### src/rtl/mc_ctrl_fsm.sv
// mc_ctrl_fsm: multicycle control FSM for the MIPS-subset datapath.
// Sequences fetch, decode, execute, memory and write-back, plus reset-time $sp init,
// overflow/illegal-opcode exceptions (EPC + vector) and BREAK halt.
// Ports:
//   clk, reset_n            clock, asynchronous active-low reset
//   opcode, funct           IR[31:26], IR[5:0]
//   zero, overflow          ALU flags (same cycle)
//   pc_write, ir_write      PC / IR load enables
//   mem_rd, mem_wr, iord    memory strobes, address select (0=PC, 1=ALUOut)
//   reg_write               register file write enable
//   reg_dst_ctrl            write addr: 00=$29, 01=rt, 10=$31, 11=rd
//   mem_to_reg              write data: 00=ALUOut, 01=MDR, 10=PC, 11=SP_INIT
//   alu_src_a               0=PC, 1=A
//   alu_src_b               00=B, 01=4, 10=sext(imm), 11=sext(imm)<<2
//   alu_op                  001=add, 010=sub, 011=and, 100=pass A
//   pc_source               00=ALU result, 01=ALUOut, 10=jump target, 11=exception vector
//   epc_write               EPC <= ALU result
//   halted                  high in HALT
//   state_o                 current state encoding (debug)
module mc_ctrl_fsm #(
  parameter int unsigned MEM_LAT = 2
) (
  input  logic       clk,
  input  logic       reset_n,
  input  logic [5:0] opcode,
  input  logic [5:0] funct,
  input  logic       zero,
  input  logic       overflow,
  output logic       pc_write,
  output logic       ir_write,
  output logic       mem_rd,
  output logic       mem_wr,
  output logic       iord,
  output logic       reg_write,
  output logic [1:0] reg_dst_ctrl,
  output logic [1:0] mem_to_reg,
  output logic       alu_src_a,
  output logic [1:0] alu_src_b,
  output logic [2:0] alu_op,
  output logic [1:0] pc_source,
  output logic       epc_write,
  output logic       halted,
  output logic [4:0] state_o
);

  localparam int unsigned CNT_W = (MEM_LAT > 1) ? $clog2(MEM_LAT) : 1;
  localparam logic [CNT_W-1:0] CNT_LAST = CNT_W'(MEM_LAT - 1);

  localparam logic [5:0] OP_RTYPE = 6'h00;
  localparam logic [5:0] OP_J     = 6'h02;
  localparam logic [5:0] OP_JAL   = 6'h03;
  localparam logic [5:0] OP_BEQ   = 6'h04;
  localparam logic [5:0] OP_ADDI  = 6'h08;
  localparam logic [5:0] OP_LW    = 6'h23;
  localparam logic [5:0] OP_SW    = 6'h2B;

  localparam logic [5:0] FN_JR    = 6'h08;
  localparam logic [5:0] FN_BREAK = 6'h0D;
  localparam logic [5:0] FN_ADD   = 6'h20;
  localparam logic [5:0] FN_SUB   = 6'h22;
  localparam logic [5:0] FN_AND   = 6'h24;

  typedef enum logic [4:0] {
    ST_RESET    = 5'd0,
    ST_FETCH    = 5'd1,
    ST_DECODE   = 5'd2,
    ST_EXEC_R   = 5'd3,
    ST_WB_R     = 5'd4,
    ST_ADDI_EX  = 5'd5,
    ST_ADDI_WB  = 5'd6,
    ST_MEM_ADDR = 5'd7,
    ST_LW_RD    = 5'd8,
    ST_LW_WB    = 5'd9,
    ST_SW_WR    = 5'd10,
    ST_BEQ      = 5'd11,
    ST_J        = 5'd12,
    ST_JAL      = 5'd13,
    ST_JR       = 5'd14,
    ST_EXC_OVF  = 5'd15,
    ST_EXC_OPC  = 5'd16,
    ST_EXC_JMP  = 5'd17,
    ST_HALT     = 5'd18
  } state_e;

  state_e           state_q, state_d;
  logic [CNT_W-1:0] cnt_q, cnt_d;
  // Low until the first clock edge after reset release; keeps RESET outputs quiet while held.
  logic             run_q;
  logic             mem_last;

  assign mem_last = (cnt_q == CNT_LAST);
  assign state_o  = state_q;

  // State, memory-cycle counter and run flag.
  always_ff @(posedge clk or negedge reset_n) begin
    if (!reset_n) begin
      state_q <= ST_RESET;
      cnt_q   <= '0;
      run_q   <= 1'b0;
    end else begin
      state_q <= state_d;
      cnt_q   <= cnt_d;
      run_q   <= 1'b1;
    end
  end

  // Next-state and Moore output decode; counter restarts at 0 on every state entry.
  always_comb begin
    state_d      = state_q;
    cnt_d        = '0;
    pc_write     = 1'b0;
    ir_write     = 1'b0;
    mem_rd       = 1'b0;
    mem_wr       = 1'b0;
    iord         = 1'b0;
    reg_write    = 1'b0;
    reg_dst_ctrl = 2'b00;
    mem_to_reg   = 2'b00;
    alu_src_a    = 1'b0;
    alu_src_b    = 2'b00;
    alu_op       = 3'b001;
    pc_source    = 2'b00;
    epc_write    = 1'b0;
    halted       = 1'b0;

    case (state_q)
      ST_RESET: begin
        if (run_q) begin
          reg_write  = 1'b1;
          mem_to_reg = 2'b11;
          state_d    = ST_FETCH;
        end else begin
          alu_op = 3'b000;
        end
      end
      ST_FETCH: begin
        mem_rd = 1'b1;
        if (mem_last) begin
          ir_write  = 1'b1;
          pc_write  = 1'b1;
          alu_src_b = 2'b01;
          state_d   = ST_DECODE;
        end else begin
          cnt_d = cnt_q + CNT_W'(1);
        end
      end
      ST_DECODE: begin
        alu_src_b = 2'b11;
        case (opcode)
          OP_RTYPE: begin
            case (funct)
              FN_ADD, FN_SUB, FN_AND: state_d = ST_EXEC_R;
              FN_JR:                  state_d = ST_JR;
              FN_BREAK:               state_d = ST_HALT;
              default:                state_d = ST_EXC_OPC;
            endcase
          end
          OP_ADDI:      state_d = ST_ADDI_EX;
          OP_LW, OP_SW: state_d = ST_MEM_ADDR;
          OP_BEQ:       state_d = ST_BEQ;
          OP_J:         state_d = ST_J;
          OP_JAL:       state_d = ST_JAL;
          default:      state_d = ST_EXC_OPC;
        endcase
      end
      ST_EXEC_R: begin
        alu_src_a = 1'b1;
        case (funct)
          FN_SUB:  alu_op = 3'b010;
          FN_AND:  alu_op = 3'b011;
          default: alu_op = 3'b001;
        endcase
        // Only add/sub trap; AND cannot overflow.
        state_d = (overflow && (funct != FN_AND)) ? ST_EXC_OVF : ST_WB_R;
      end
      ST_WB_R: begin
        reg_write    = 1'b1;
        reg_dst_ctrl = 2'b11;
        state_d      = ST_FETCH;
      end
      ST_ADDI_EX: begin
        alu_src_a = 1'b1;
        alu_src_b = 2'b10;
        state_d   = overflow ? ST_EXC_OVF : ST_ADDI_WB;
      end
      ST_ADDI_WB: begin
        reg_write    = 1'b1;
        reg_dst_ctrl = 2'b01;
        state_d      = ST_FETCH;
      end
      ST_MEM_ADDR: begin
        alu_src_a = 1'b1;
        alu_src_b = 2'b10;
        state_d   = (opcode == OP_LW) ? ST_LW_RD : ST_SW_WR;
      end
      ST_LW_RD: begin
        mem_rd = 1'b1;
        iord   = 1'b1;
        if (mem_last) state_d = ST_LW_WB;
        else          cnt_d   = cnt_q + CNT_W'(1);
      end
      ST_LW_WB: begin
        reg_write    = 1'b1;
        reg_dst_ctrl = 2'b01;
        mem_to_reg   = 2'b01;
        state_d      = ST_FETCH;
      end
      ST_SW_WR: begin
        mem_wr = 1'b1;
        iord   = 1'b1;
        if (mem_last) state_d = ST_FETCH;
        else          cnt_d   = cnt_q + CNT_W'(1);
      end
      ST_BEQ: begin
        alu_src_a = 1'b1;
        alu_op    = 3'b010;
        pc_source = 2'b01;
        pc_write  = zero;
        state_d   = ST_FETCH;
      end
      ST_J: begin
        pc_write  = 1'b1;
        pc_source = 2'b10;
        state_d   = ST_FETCH;
      end
      ST_JAL: begin
        // PC already holds PC+4 here, which is the link value.
        reg_write    = 1'b1;
        reg_dst_ctrl = 2'b10;
        mem_to_reg   = 2'b10;
        pc_write     = 1'b1;
        pc_source    = 2'b10;
        state_d      = ST_FETCH;
      end
      ST_JR: begin
        alu_src_a = 1'b1;
        alu_op    = 3'b100;
        pc_write  = 1'b1;
        state_d   = ST_FETCH;
      end
      ST_EXC_OVF, ST_EXC_OPC: begin
        // EPC <= PC - 4, the faulting instruction's address.
        alu_src_b = 2'b01;
        alu_op    = 3'b010;
        epc_write = 1'b1;
        state_d   = ST_EXC_JMP;
      end
      ST_EXC_JMP: begin
        pc_write  = 1'b1;
        pc_source = 2'b11;
        state_d   = ST_FETCH;
      end
      ST_HALT: begin
        halted = 1'b1;
      end
      default: begin
        state_d = ST_RESET;
      end
    endcase
  end

endmodule

### config.mk
export PLATFORM = sky130hd
export DESIGN_NAME = mc_ctrl_fsm
export DESIGN_NICKNAME = d
export VERILOG_FILES = /design/src/rtl/mc_ctrl_fsm.sv
export SDC_FILE = /design/constraint.sdc
export NUM_CORES = 1
export LEC_CHECK = 0
export BUFFER_PORTS_ARGS = -buffer_cell sky130_fd_sc_hd__buf_2
export CAP_MARGIN = 20
export CORE_ASPECT_RATIO = 1.5
export CORE_UTILIZATION = 40
export CTS_BUF_LIST = sky130_fd_sc_hd__clkbuf_4 sky130_fd_sc_hd__clkbuf_8 sky130_fd_sc_hd__clkbuf_16
export CTS_CLUSTER_DIAMETER = 80
export DETAILED_ROUTE_END_ITERATION = 8
export PLACE_DENSITY = 0.69
export SYNTH_ARGS = -nofsm -noshare
export SYNTH_HDL_FRONTEND = slang
export SYNTH_SLANG_ARGS = --single-unit
### constraint.sdc
create_clock -name clk -period 1.9 [get_ports clk]
set_clock_uncertainty 0.2 [all_clocks]
set_input_delay 0.095 -clock clk [delete_from_list [all_inputs] [get_ports clk]]
set_output_delay 0.095 -clock clk [all_outputs]
set_load 0.1 [all_outputs]
# Word level (Yosys, flattened, before mapping)

Cells that the tools add are included.

Equal/unequal tests: 34
Reductions and logical operators: 18
Muxes and demuxes: 32
Add/subtract/negate cells: 1
Bitwise gates (word level): 1

Operators with widths:

| kind                                                             | number |
|---|---|
| 5-bit case mux with 11 select lines                              | 1 |
| 5-bit by 4-bit == test with 1-bit output (second input constant) | 8 |
| 6-bit == test (second input constant)                            | 5 |
| 5-bit case mux with 6 select lines                               | 1 |
| 5-bit by 3-bit == test with 1-bit output (second input constant) | 4 |
| 5-bit 2-to-1 mux                                                 | 4 |
| 6-bit by 4-bit == test with 1-bit output (second input constant) | 3 |
| 2-bit case mux with 3 select lines                               | 3 |
| 5-bit == test (second input constant)                            | 3 |
| 5-bit case mux with 3 select lines                               | 1 |
| 2-bit OR reduction                                               | 7 |
| 1-bit 2-to-1 mux                                                 | 13 |
| 6-bit by 2-bit == test with 1-bit output (second input constant) | 2 |
| 3-bit case mux with 4 select lines                               | 1 |
| 5-bit by 2-bit == test with 1-bit output (second input constant) | 2 |
| 3-bit OR reduction                                               | 3 |
| 4-bit 2-to-1 mux                                                 | 2 |
| 2-bit != test (second input constant)                            | 4 |
| 2-bit case mux with 4 select lines                               | 1 |
| 4-bit OR reduction                                               | 2 |
| 8-bit OR reduction                                               | 1 |
| 6-bit by 3-bit == test with 1-bit output (second input constant) | 1 |
| 6-bit logical NOT                                                | 1 |
| 6-bit != test (second input constant)                            | 1 |
| 11 further kinds                                                 | 12 |

Output and inout port bits: 25
Logic and storage cells: 89
Bits of input ports: 16
Register bits: 7

# Depth between registers and ports, before layout

Gate-level depths: netlist of run 1.

Depth after elaboration: 5
Mapped depth: 6
Depth with buffers taken out: 5

# Worst setup path before layout of run 1

OpenSTA, ideal clock, no wires.

Path kind: register to output
From: register state_q[0] (netlist: state_o[0])
To: output port reg_write
Cell stages (with the launch flop): 6
Data arrival time: 4,484 ps
Data required time: 1,605 ps
Slack: -2,879 ps
Buffers on the path: 1
Path through: dfrtp_1 clkbuf_1 and3_1 a31oi_1 nor3_1 or2_1

Longest elaborated chain between the ends: 3
Elaborated cells between the ends (all ways): 7
Classes of those cells: eq/ne (4); mux (1); reduce/logical (2)

RTL lines:

| what                                                                                                 | RTL line | text |
|---|---|---|
| start: declaration                                                                                   | 85       | `state_e state_q, state_d;` |
| start signal: assignment                                                                             | 101      | `state_q <= state_d;` |
| 5-bit by 4-bit == test with 1-bit output or 5-bit by 3-bit == test with 1-bit output (tied branches) | 126      | `case (state_q)` |
| 4-bit OR reduction (no line)                                                                         | n/a      |  |
| 1-bit case mux with 2 select lines *                                                                 | 126      |  |
| end: declaration                                                                                     | 34       | `output logic reg_write,` |

Every way passes the cells marked *; elsewhere a longest branch is shown, timed or not.

# Final worst setup path of run 1

From: register state_q[0] (netlist: state_o[0])
To: output port pc_write

Longest elaborated chain between the ends: 3
Elaborated cells between the ends (all ways): 8
Classes of those cells: eq/ne (6); mux (1); reduce/logical (1)

RTL lines:

| what                                                                      | RTL line | text |
|---|---|---|
| 5-bit == test or 5-bit by 4-bit == test with 1-bit output (tied branches) | 126      |  |
| 4-bit OR reduction (no line)                                              | n/a      |  |
| 1-bit case mux with 3 select lines *                                      | 126      |  |
| end: declaration                                                          | 29       | `output logic pc_write,` |

Marked as above.

==> run_results.csv, run 1 <==
group,metric,value,unit
outcome,status,"finished, violations left",
outcome,failed_checks,"setup timing",
die,dieWidth,45.7,um
timing,period_needed,2070,ps
timing,timing.fmax,482,MHz
worst_setup_path,worstPathArrival,1780,ps
logic_synthesis,synth-edff-count,0,
routing,drtAntennaViolNets,0,
grt,grt_max_degree,15,
timing,tightest_slew,521,ps
clocking,clk_path_buf_depth,2,
run,maxCapViolCount,0,
logic_synthesis,ys_ff_latch,7,
final_layout,diodes,0,
logic_synthesis,synth_seq_area_share,0.153,
pwr,ir_worst_vdd,1.31,mV
grt,grt_pass1_vias,1494,
grt,grt_antenna_before_repair,0,
grt,gr-total-overflow,0,
die,initial_core_util,0.423,
worst_setup_path,path_max_fanout,8,
placed_design,dp.cells,251,
logic_synthesis,netlist-cell-type-count,64,
hold_path,hp-class,"input pin to async pin",
worst_setup_path,r2r_cells,6,
worst_setup_path,crit_path_end_kind,"output pin",
routing,dr.pass1.iters,5,
timing,hold_ws,60.8,ps
clocking,cts_tree,"yes",
logic_synthesis,syn_avg_cell_area,7.20,um2
logic_synthesis,yosys_warnings,0,
timing,finalSetupViolations,12,
worst_setup_path,crit_required,1600,ps
logic_synthesis,netlist_area,1140,um2
pwr,power_leakage,0.925,nW
timing,hold_viol_final,0,
clocking,clk_latency,230,ps
placed_design,dp_hpwl,3.38,mm
routing,avgRoutedWirePerCell,19.1,um
routing,post-route-drc-count,0,
routing,wl,5.16,mm
die,ios,41,
die,core,2710,um2
final_layout,drive_gt1_frac,0.637,
timing,finalMaxSlewViolations,0,
die,die_area,3080,um2
clocking,clkSinkCount,7,
clocking,cts_made_buffers,3,
timing,finalCritPeriodShare,1.09,
grt,grt_pass1_wl,6.97,mm
routing,viasPerCell,6.07,
die,row_count,23,
worst_setup_path,worst_setup_path_start_kind,"flip-flop",
logic_synthesis,syn_inst,159,
routing,vias,1646,
final_layout,nNetsFinal,251,
worst_setup_path,crit_type,"flip-flop to output pin",
routing,drt_iter0_drc,60,
timing,setup_slack,-173,ps
clocking,clk_pin_slew_worst_paths,40,ps
logic_synthesis,synthesis.nets,175,
die,fp.dieH,67.5,um
final_layout,fin_cells,271,
pwr,p_per_area,2010,nW/um2
logic_synthesis,synth_ff_type,"dfrtp_1",
timing,relSlewSlack,0.655,
final_layout,syn_to_final_growth,108,%
placed_design,gp_congestion,0.847,
clocking,htree_levels,1,
logic_synthesis,async_reset_ff_frac,1.00,
clocking,cts_root_buf,"clkbuf_8",
placed_design,portBuffers,40,
grt,grt.total_usage,0.313,
timing,rsz0062_at_grt,"true",
placed cells by master, fill, tap and decap left out, types with 3 or more instances in the layout:
cell type and instances:
o21ai_1 4, nor2_4 7, nand2b_1 4, dfrtp_4 5
a21oi_1 6, buf_12 20, clkbuf_8 3, buf_4 32
nor4_4 4, nand2_1 12, inv_1 5, nor2b_2 3
nand3_1 4, or3_4 4, buf_6 9, buf_2 20
nor3_4 5, nor3_1 3, nor2_1 9
registers in the layout, indices dropped and copies added, names as in the netlist:
signal and flops:
cnt_q 1, run_q 1, state_o 5
area by class of cell:
type	instances	area (um2)
Timing Repair Buffer	82	852
Fill cell	150	324
Sequential cell	7	194
Tap cell	37	46.3
Inverter	6	25.0
Clock buffer	4	48.8
Multi-Input combinational cell	135	1210
layer usage:
metal  track usage  routed length [um]  up-vias  part of all wire
li1              -                   -      749                 -
met1         0.325                1840      789              0.36
met2         0.588                2830       84              0.55
met3        0.0321                 244       24             0.047
met4         0.159                 248        0             0.048
met5             0                   0        -                 0
critical path, cell delays in order (launching register included):
cell and delay [ps]:
dfrtp_4 470, buf_6 150, buf_6 120, nor2b_1 50, a21oi_1 140, nor2_1 60, or3_4 370, buf_12 170
path summary, 6_finish.rpt:
check                                start    endpoint  slack [ps]
worst max-delay path            state_o[0]    pc_write        -170
worst min-delay path               reset_n  state_o[2]          60
worst max register to register  state_o[2]  state_o[0]         -90
worst min register to register       cnt_q  state_o[0]         440
max in group asynchronous          reset_n  state_o[0]        1260
min in group clk                  funct[4]  state_o[1]         100
timing repair:
item / 4_1_cts / 5_1_grt
endpoints found under the setup margin: 8 / 16
hold buffers: 1 / 0
resized for setup: 7 / 34
pin swaps: 1 / 6
endpoints found under the hold margin: 7 / 0
buffers inserted: 6 / 9
power by group:
part,switching (W),internal (W)
clock network,0.0000711,0.000160
logic,0.00261,0.00160
registers,0.000114,0.000226
cell usage after synthesis (3+ instances only):
cell / instances / area share
clkbuf_1: 7 / 0.023
nor2b_1: 3 / 0.016
nor2_1: 17 / 0.056
o21ai_0: 4 / 0.017
a31oi_1: 3 / 0.016
nand2b_1: 4 / 0.022
nand3_1: 4 / 0.017
nor4_1: 3 / 0.016
dfrtp_1: 7 / 0.15
a21oi_1: 9 / 0.039
inv_1: 5 / 0.016
o21ai_1: 4 / 0.017
or3_1: 3 / 0.016
nand2_1: 15 / 0.049
nor3_1: 9 / 0.039
cell families (layout without fill, tap and decap cells):
| logic type | after synthesis | count (layout) | share of synthesized area |
|---|---|---|---|
| compound gates | 52 | 52 | 0.358 |
| xor+xnor | 3 | 3 | 0.0230 |
| buf+inv | 17 | 92 | 0.0699 |
| flops | 7 | 7 | 0.153 |
| mux | 2 | 2 | 0.0197 |
| other cells | 1 | 1 | 0.00328 |
| simple gates | 77 | 77 | 0.373 |
through the flow:
step | total power, W | TNS [ps] | utilization | worst slack, ps | cell area [um2]
CTS | 0.00429 | -645 | 0.803 | -117 | 2170
finish | 0.00478 | -987 | 0.880 | -173 | 2380
global route | 0.00493 | -1630 | 0.880 | -247 | 2380
global placement | 0.00388 | 0 | 0.756 | 55.1 | 2050
floorplan | 0.00294 | -5500 | - | -771 | 1460
detailed placement | 0.00394 | -52.3 | 0.756 | -52.3 | 2050
No activity file was read; power rests on OpenSTA's default activity.
==> run 2, diff against run 1 <==
--- a/config.mk
+++ b/config.mk
@@ -12,6 +12,7 @@
 export CTS_BUF_LIST = sky130_fd_sc_hd__clkbuf_4 sky130_fd_sc_hd__clkbuf_8 sky130_fd_sc_hd__clkbuf_16
 export CTS_CLUSTER_DIAMETER = 80
 export DETAILED_ROUTE_END_ITERATION = 8
+export GPL_TIMING_DRIVEN = 0
 export PLACE_DENSITY = 0.69
 export SYNTH_ARGS = -nofsm -noshare
 export SYNTH_HDL_FRONTEND = slang
==> run_results.csv, run 2 (synthesized netlist as in run 1, its figures left out) <==
group,metric,value,unit
placed_design,gp_congestion,0.977,
die,row_count,23,
routing,post-route-drc-count,0,
timing,finalCritPeriodShare,1.07,
die,dieWidth,45.7,um
die,core,2710,um2
routing,avgRoutedWirePerCell,18.4,um
outcome,status,"finished, violations left",
clocking,cts_root_buf,"clkbuf_8",
grt,grt_pass1_wl,7.11,mm
clocking,htree_levels,1,
final_layout,syn_to_final_growth,94.8,%
worst_setup_path,crit_path_end_kind,"output pin",
run,maxCapViolCount,0,
worst_setup_path,crit_type,"flip-flop to output pin",
worst_setup_path,rrSetupSlack,-10,ps
final_layout,utilization,0.824,
final_layout,nNetsFinal,233,
clocking,clkSinkCount,7,
clocking,clk_path_buf_depth,2,
clocking,cts_tree,"yes",
hold_path,hp-class,"input pin to async pin",
timing,hold_viol_final,0,
worst_setup_path,path_max_fanout,6,
timing,setup_slack,-124,ps
worst_setup_path,worstReg2RegStart,"state_o[1]",
clocking,clk_pin_slew_worst_paths,40,ps
die,die_area,3080,um2
die,fp.dieH,67.5,um
placed_design,place_area,1700,um2
routing,drtAntennaViolNets,0,
routing,drt_iter0_drc,51,
routing,dr.pass1.iters,4,
die,ios,41,
die,initial_core_util,0.423,
final_layout,fillers,177,
clocking,cts_made_buffers,3,
routing,viasPerCell,6.15,
worst_setup_path,crit_required,1600,ps
grt,gr-total-overflow,0,
timing,finalSetupViolations,11,
final_layout,final_common_cell,"buf_2",
worst_setup_path,worstPathArrival,1730,ps
final_layout,drive_gt1_frac,0.620,
final_layout,fin_area,2230,um2
routing,vias,1555,
timing,rsz0062_at_grt,"true",
grt,grt_max_degree,11,
final_layout,largest_reg_flops,5,
placed_design,dp_hpwl,3.06,mm
clocking,clk_latency,230,ps
final_layout,diodes,0,
routing,wl,4.67,mm
placed_design,portBuffers,39,
worst_setup_path,r2r_cells,6,
grt,grt.total_usage,0.318,
grt,grt_pass1_vias,1473,
outcome,failed_checks,"setup timing",
final_layout,most-common-layout-cells,"buf_2, buf_4, buf_12",
worst_setup_path,worst_setup_path_start_kind,"flip-flop",
grt,grt_antenna_before_repair,0,
timing,finalMaxSlewViolations,0,
timing,period_needed,2020,ps
placed_design,dp_slack,-282,ps
worst_setup_path,timing.rr.end,"state_o[0]",
timing,timing.fmax,494,MHz
[run 2: cell count changes in the layout (fill, tap and decap cells not counted), moves of 2 or more]
| cell | previous run | this run |
|---|---|---|
| clkbuf_16 | 0 | 3 |
| buf_8 | 0 | 2 |
| clkbuf_8 | 3 | 5 |
| nand2_2 | 2 | 4 |
| nor2b_2 | 3 | 1 |
| buf_4 | 32 | 16 |
| o21ai_1 | 4 | 2 |
| buf_12 | 20 | 12 |
| nor2_1 | 9 | 11 |
| nand2_1 | 12 | 10 |
| o21ai_2 | 2 | 4 |
[run 2: critical path, stage by stage, from the launching register on]
cell and delay, ps:
dfrtp_4 510, buf_6 150, nor2b_1 120, a21oi_1 110
nor2_1 50, or3_4 370, buf_12 170
[run 2: worst max path at each step]
stage | startpoint | endpoint | slack [ps] | cells past startpoint
6_report | state_o[2] | pc_write | -120 | 6
3_5_place_dp | state_o[2] | alu_src_b[0] | -280 | 7
2_1_floorplan | state_o[0] | reg_write | -770 | 5
4_1_cts | state_o[2] | alu_src_b[0] | -90 | 6
3_3_place_gp | state_o[2] | alu_src_b[0] | -250 | 7
5_1_grt | state_o[2] | pc_write | -180 | 6
[run 2: stage by stage]
stage	cells	hold slack, ps	setup TNS, ps
2_1_floorplan	159	-401	-5500
3_3_place_gp	235	-276	-1710
3_5_place_dp	235	-273	-1850
4_1_cts	250	33.9	-533
5_1_grt	253	65.1	-1540
6_report	253	18.4	-606
[run 2: cell type report]
cell class | count | area, um2 | share of cell area
timing repair buffer | 55 | 537 | 0.241
tap | 37 | 46.3 | 0.0208
clock buffer | 4 | 48.8 | 0.0219
inverter | 6 | 26.3 | 0.0118
sequential | 7 | 194 | 0.0870
buffer | 9 | 159 | 0.0713
multi-input combinational | 135 | 1220 | 0.547
[run 2: repair_timing]
item / 4_1_cts / 5_1_grt
setup buffers: 11 / 3
hold buffers: 1 / 0
endpoints found under the setup margin: 23 / 20
resized for setup: 78 / 19
pin swaps: 11 / 8
endpoints found under the hold margin: 7 / 0
gates cloned: 1 / 0
[run 2: metal layers]
layer / track usage / part of all wire / vias to the layer above
met2: 0.596 / 0.57 / 83
met3: 0.0241 / 0.042 / 15
met4: 0.140 / 0.030 / 0
met1: 0.345 / 0.35 / 741
li1: - / - / 716
met5: 0 / 0 / -
Power of run 2 is left out: the tool's default activity adds up to more than one toggle a clock period on the data nets, which glitch-free logic cannot reach.
==> run 3, diff against run 2 <==
--- a/config.mk
+++ b/config.mk
@@ -8,12 +8,11 @@
 export BUFFER_PORTS_ARGS = -buffer_cell sky130_fd_sc_hd__buf_2
 export CAP_MARGIN = 20
 export CORE_ASPECT_RATIO = 1.5
-export CORE_UTILIZATION = 40
+export CORE_UTILIZATION = 45
 export CTS_BUF_LIST = sky130_fd_sc_hd__clkbuf_4 sky130_fd_sc_hd__clkbuf_8 sky130_fd_sc_hd__clkbuf_16
 export CTS_CLUSTER_DIAMETER = 80
 export DETAILED_ROUTE_END_ITERATION = 8
-export GPL_TIMING_DRIVEN = 0
-export PLACE_DENSITY = 0.69
+export PLACE_DENSITY = 0.76
 export SYNTH_ARGS = -nofsm -noshare
 export SYNTH_HDL_FRONTEND = slang
 export SYNTH_SLANG_ARGS = --single-unit
==> run_results.csv, run 3 <==
group,metric,value,unit
logic_synthesis,syn_avg_cell_area,7.20,um2
clocking,clkSinkCount,7,
logic_synthesis,synth_top_area_cell,"dfrtp_1",
logic_synthesis,yosysMostFrequentCell,"nor2_1",
timing,crit_endpoint,"reg_write",
logic_synthesis,yosys-top-cells-count,"nor2_1, nand2_1, a21oi_1, nor3_1",
clocking,cts_root_buf,"clkbuf_4",
outcome,lastStage,"global routing",
placed_design,dp_hpwl,3.58,mm
placed_design,dp.cells,240,
clocking,clk_path_buf_depth,2,
die,row_count,22,
outcome,tool.error,"[ERROR DPL-0038] Utilization greater than 100%, impossible to legalize",
logic_synthesis,netlist_area,1140,um2
die,initial_core_util,0.473,
die,ios,41,
logic_synthesis,syn_inst,159,
logic_synthesis,synth_ff_type,"dfrtp_1",
logic_synthesis,synth_area_leaders,"dfrtp_1, nor2_1, nand2_1",
logic_synthesis,ys_ff_latch,7,
logic_synthesis,synthesis.nets,175,
timing,worst-ep-kind,"top-level output",
logic_synthesis,netlist-cell-type-count,64,
logic_synthesis,synth_seq_area_share,0.153,
clocking,cts_made_buffers,3,
placed_design,gp_congestion,0.884,
placed_design,portBuffers,40,
placed_design,place_area,2040,um2
logic_synthesis,async_reset_ff_frac,1.00,
outcome,status,"stopped before the end",
logic_synthesis,synth-edff-count,0,
die,dieWidth,43.2,um
grt,grt_max_degree,15,
logic_synthesis,yosys_warnings,0,
logic_synthesis,synthDominantCellAreaShare,0.153,
clocking,htree_levels,1,
die,fp.dieH,63.8,um
run 3: cell counts after synthesis:
No cell type changed its count.
run 3: cell families after synthesis:
kind of cell / after synthesis / share of synthesized area
other cells: 1 / 0.00328
simple gates: 77 / 0.373
mux: 2 / 0.0197
xor+xnor: 3 / 0.0230
buf+inv: 17 / 0.0699
flops: 7 / 0.153
compound gates: 52 / 0.358
run 3: what timing repair did:
action | in CTS
endpoints found under the setup margin | 16
resized for setup | 29
hold endpoints to repair | 7
pin swaps | 9
gates cloned | 0
setup buffers | 17
hold buffers | 1
run 3: per-stage QoR:
stage / worst slack [ps] / util
3_3_place_gp: 10.2 / 0.844
3_5_place_dp: -50.0 / 0.844
4_1_cts: -133 / 0.963
2_1_floorplan: -771 / -
==> run 4, diff against run 3 <==
==> config.mk (replaced) <==
export PLATFORM = sky130hd
export DESIGN_NAME = mc_ctrl_fsm
export DESIGN_NICKNAME = d
export VERILOG_FILES = /design/src/rtl/mc_ctrl_fsm.sv
export SDC_FILE = /design/constraint.sdc
export NUM_CORES = 1
export LEC_CHECK = 0
export BUFFER_PORTS_ARGS = -buffer_cell sky130_fd_sc_hd__buf_2
export CAP_MARGIN = 20
export CORE_AREA = 2 2 63 65
export DETAILED_ROUTE_END_ITERATION = 8
export DIE_AREA = 0 0 65 67
export PLACE_DENSITY_LB_ADDON = 0.15
export SYNTH_ARGS = -nofsm -noshare
export SYNTH_HDL_FRONTEND = slang
export SYNTH_SLANG_ARGS = --single-unit
==> constraint.sdc (replaced) <==
create_clock -name clk -period 2.45 [get_ports clk]
set_clock_uncertainty 0.2 [all_clocks]
set_input_delay 0.1225 -clock clk [delete_from_list [all_inputs] [get_ports clk]]
set_output_delay 0.1225 -clock clk [all_outputs]
set_load 0.1 [all_outputs]
==> run_results.csv, run 4 (synthesized netlist as in run 1, its figures left out) <==
group,metric,value,unit
final_layout,most-common-layout-cells,"buf_2, nand2_1, nor2_1",
routing,drtAntennaViolNets,0,
final_layout,drive_gt1_frac,0.464,
worst_setup_path,crit_buf_inv,1,
die,die_area,4360,um2
worst_setup_path,path_max_fanout,29,
clocking,clk_path_buf_depth,2,
clocking,cts_tree,"yes",
worst_setup_path,crit_path_end_kind,"output pin",
timing,tightest_slew,492,ps
worst_setup_path,worst_setup_path_start_kind,"flip-flop",
clocking,clk_pin_slew_worst_paths,40,ps
grt,grt.total_usage,0.175,
worst_setup_path,crit_required,2130,ps
placed_design,dp_hpwl,2.80,mm
routing,drt_iter0_drc,104,
timing,finalMaxSlewViolations,0,
clocking,cts_made_buffers,3,
worst_setup_path,critical-path-top-delay-family,"simple AND/OR/NAND/NOR gates",
routing,wl,3.63,mm
final_layout,diodes,0,
grt,gr-total-overflow,0,
run,maxCapViolCount,0,
placed_design,gp_congestion,0.882,
worst_setup_path,timing.rr.end,"state_o[0]",
clocking,clkSinkCount,7,
die,fp.dieH,67,um
timing,finalCritPeriodShare,0.949,
routing,post-route-drc-count,0,
grt,grt_max_degree,30,
placed_design,place_area,1540,um2
final_layout,fin_area,1590,um2
grt,grt_pass1_wl,5.93,mm
final_layout,largest_reg_flops,5,
routing,vias,1355,
worst_setup_path,rrSetupSlack,330,ps
routing,avgRoutedWirePerCell,15.0,um
final_layout,syn_to_final_growth,39.0,%
final_layout,final_common_cell,"buf_2",
timing,timing.fmax,430,MHz
timing,hold_viol_final,0,
die,initial_core_util,0.317,
grt,grt_antenna_before_repair,0,
timing,tns,0,ps
clocking,cts_root_buf,"clkbuf_8",
die,row_count,22,
timing,period_needed,2330,ps
worst_setup_path,crit_type,"flip-flop to output pin",
clocking,cts_resized,0,
clocking,htree_levels,1,
hold_path,hp-class,"input pin to async pin",
die,ios,41,
grt,grt_pass1_vias,1223,
outcome,status,"completed",
final_layout,nNetsFinal,211,
routing,viasPerCell,5.60,
worst_setup_path,worstReg2RegStart,"state_o[2]",
worst_setup_path,r2r_cells,5,
timing,finalSetupViolations,0,
placed_design,portBuffers,40,
clocking,clk_latency,240,ps
die,dieWidth,65,um
timing,relSlewSlack,0.664,
die,core,3610,um2
worst_setup_path,crit_chain,"nor2_1 > nand2_2 > nor2_4 > or3_4 > buf_2",
worst_setup_path,worstPathArrival,2000,ps
worst_setup_path,crit_slowest_cell,"dfrtp_4",
routing,dr.pass1.iters,4,
worst_setup_path,cp_slowest_stage_delay,620,ps
timing,rsz0062_at_grt,"false",
run 4: layout make-up:
class / instances / area [um2]
Clock buffer: 3 / 41.3
Clock inverter: 1 / 5.00
Fill cell: 360 / 2010
Inverter: 6 / 22.5
Multi-Input combinational cell: 135 / 1050
Sequential cell: 7 / 194
Tap cell: 48 / 60.1
Timing Repair Buffer: 42 / 218
run 4: what timing repair did:
| item | 4_1_cts | 5_1_grt |
|---|---|---|
| hold buffers | 1 | 0 |
| endpoints found under the hold margin | 7 | 0 |
| buffers inserted | 0 | 0 |
run 4: metal layers:
layer	GRT usage	vias up	share of wire
met4	0.0745	0	0.015
met3	0.0186	6	0.066
met5	0	-	0
met2	0.299	61	0.48
met1	0.222	623	0.44
li1	-	665	-
run 4: stage by stage:
| stage | util | std cells | hold WS (ps) | setup WS [ps] |
|---|---|---|---|---|
| detailed placement | 0.426 | 237 | -231 | 357 |
| global route | 0.441 | 242 | 64.6 | 38.4 |
| CTS | 0.441 | 242 | 51.8 | 120 |
| global placement | 0.426 | 237 | -245 | 335 |
| floorplan | - | 159 | -373 | -248 |
| finish | 0.441 | 242 | 51.4 | 124 |
run 4: worst max path at each step:
stage          slack [ps]  startpoint            to  cells past startpoint
5_1_grt                40  state_o[2]  alu_src_b[0]                      5
4_1_cts               120  state_o[1]  alu_src_b[0]                      5
3_5_place_dp          360  state_o[2]    state_o[0]                      5
6_report              120  state_o[2]      pc_write                      5
2_1_floorplan        -250  state_o[0]     reg_write                      5
3_3_place_gp          330  state_o[2]    state_o[0]                      5
Power of run 4 is left out for the same reason.
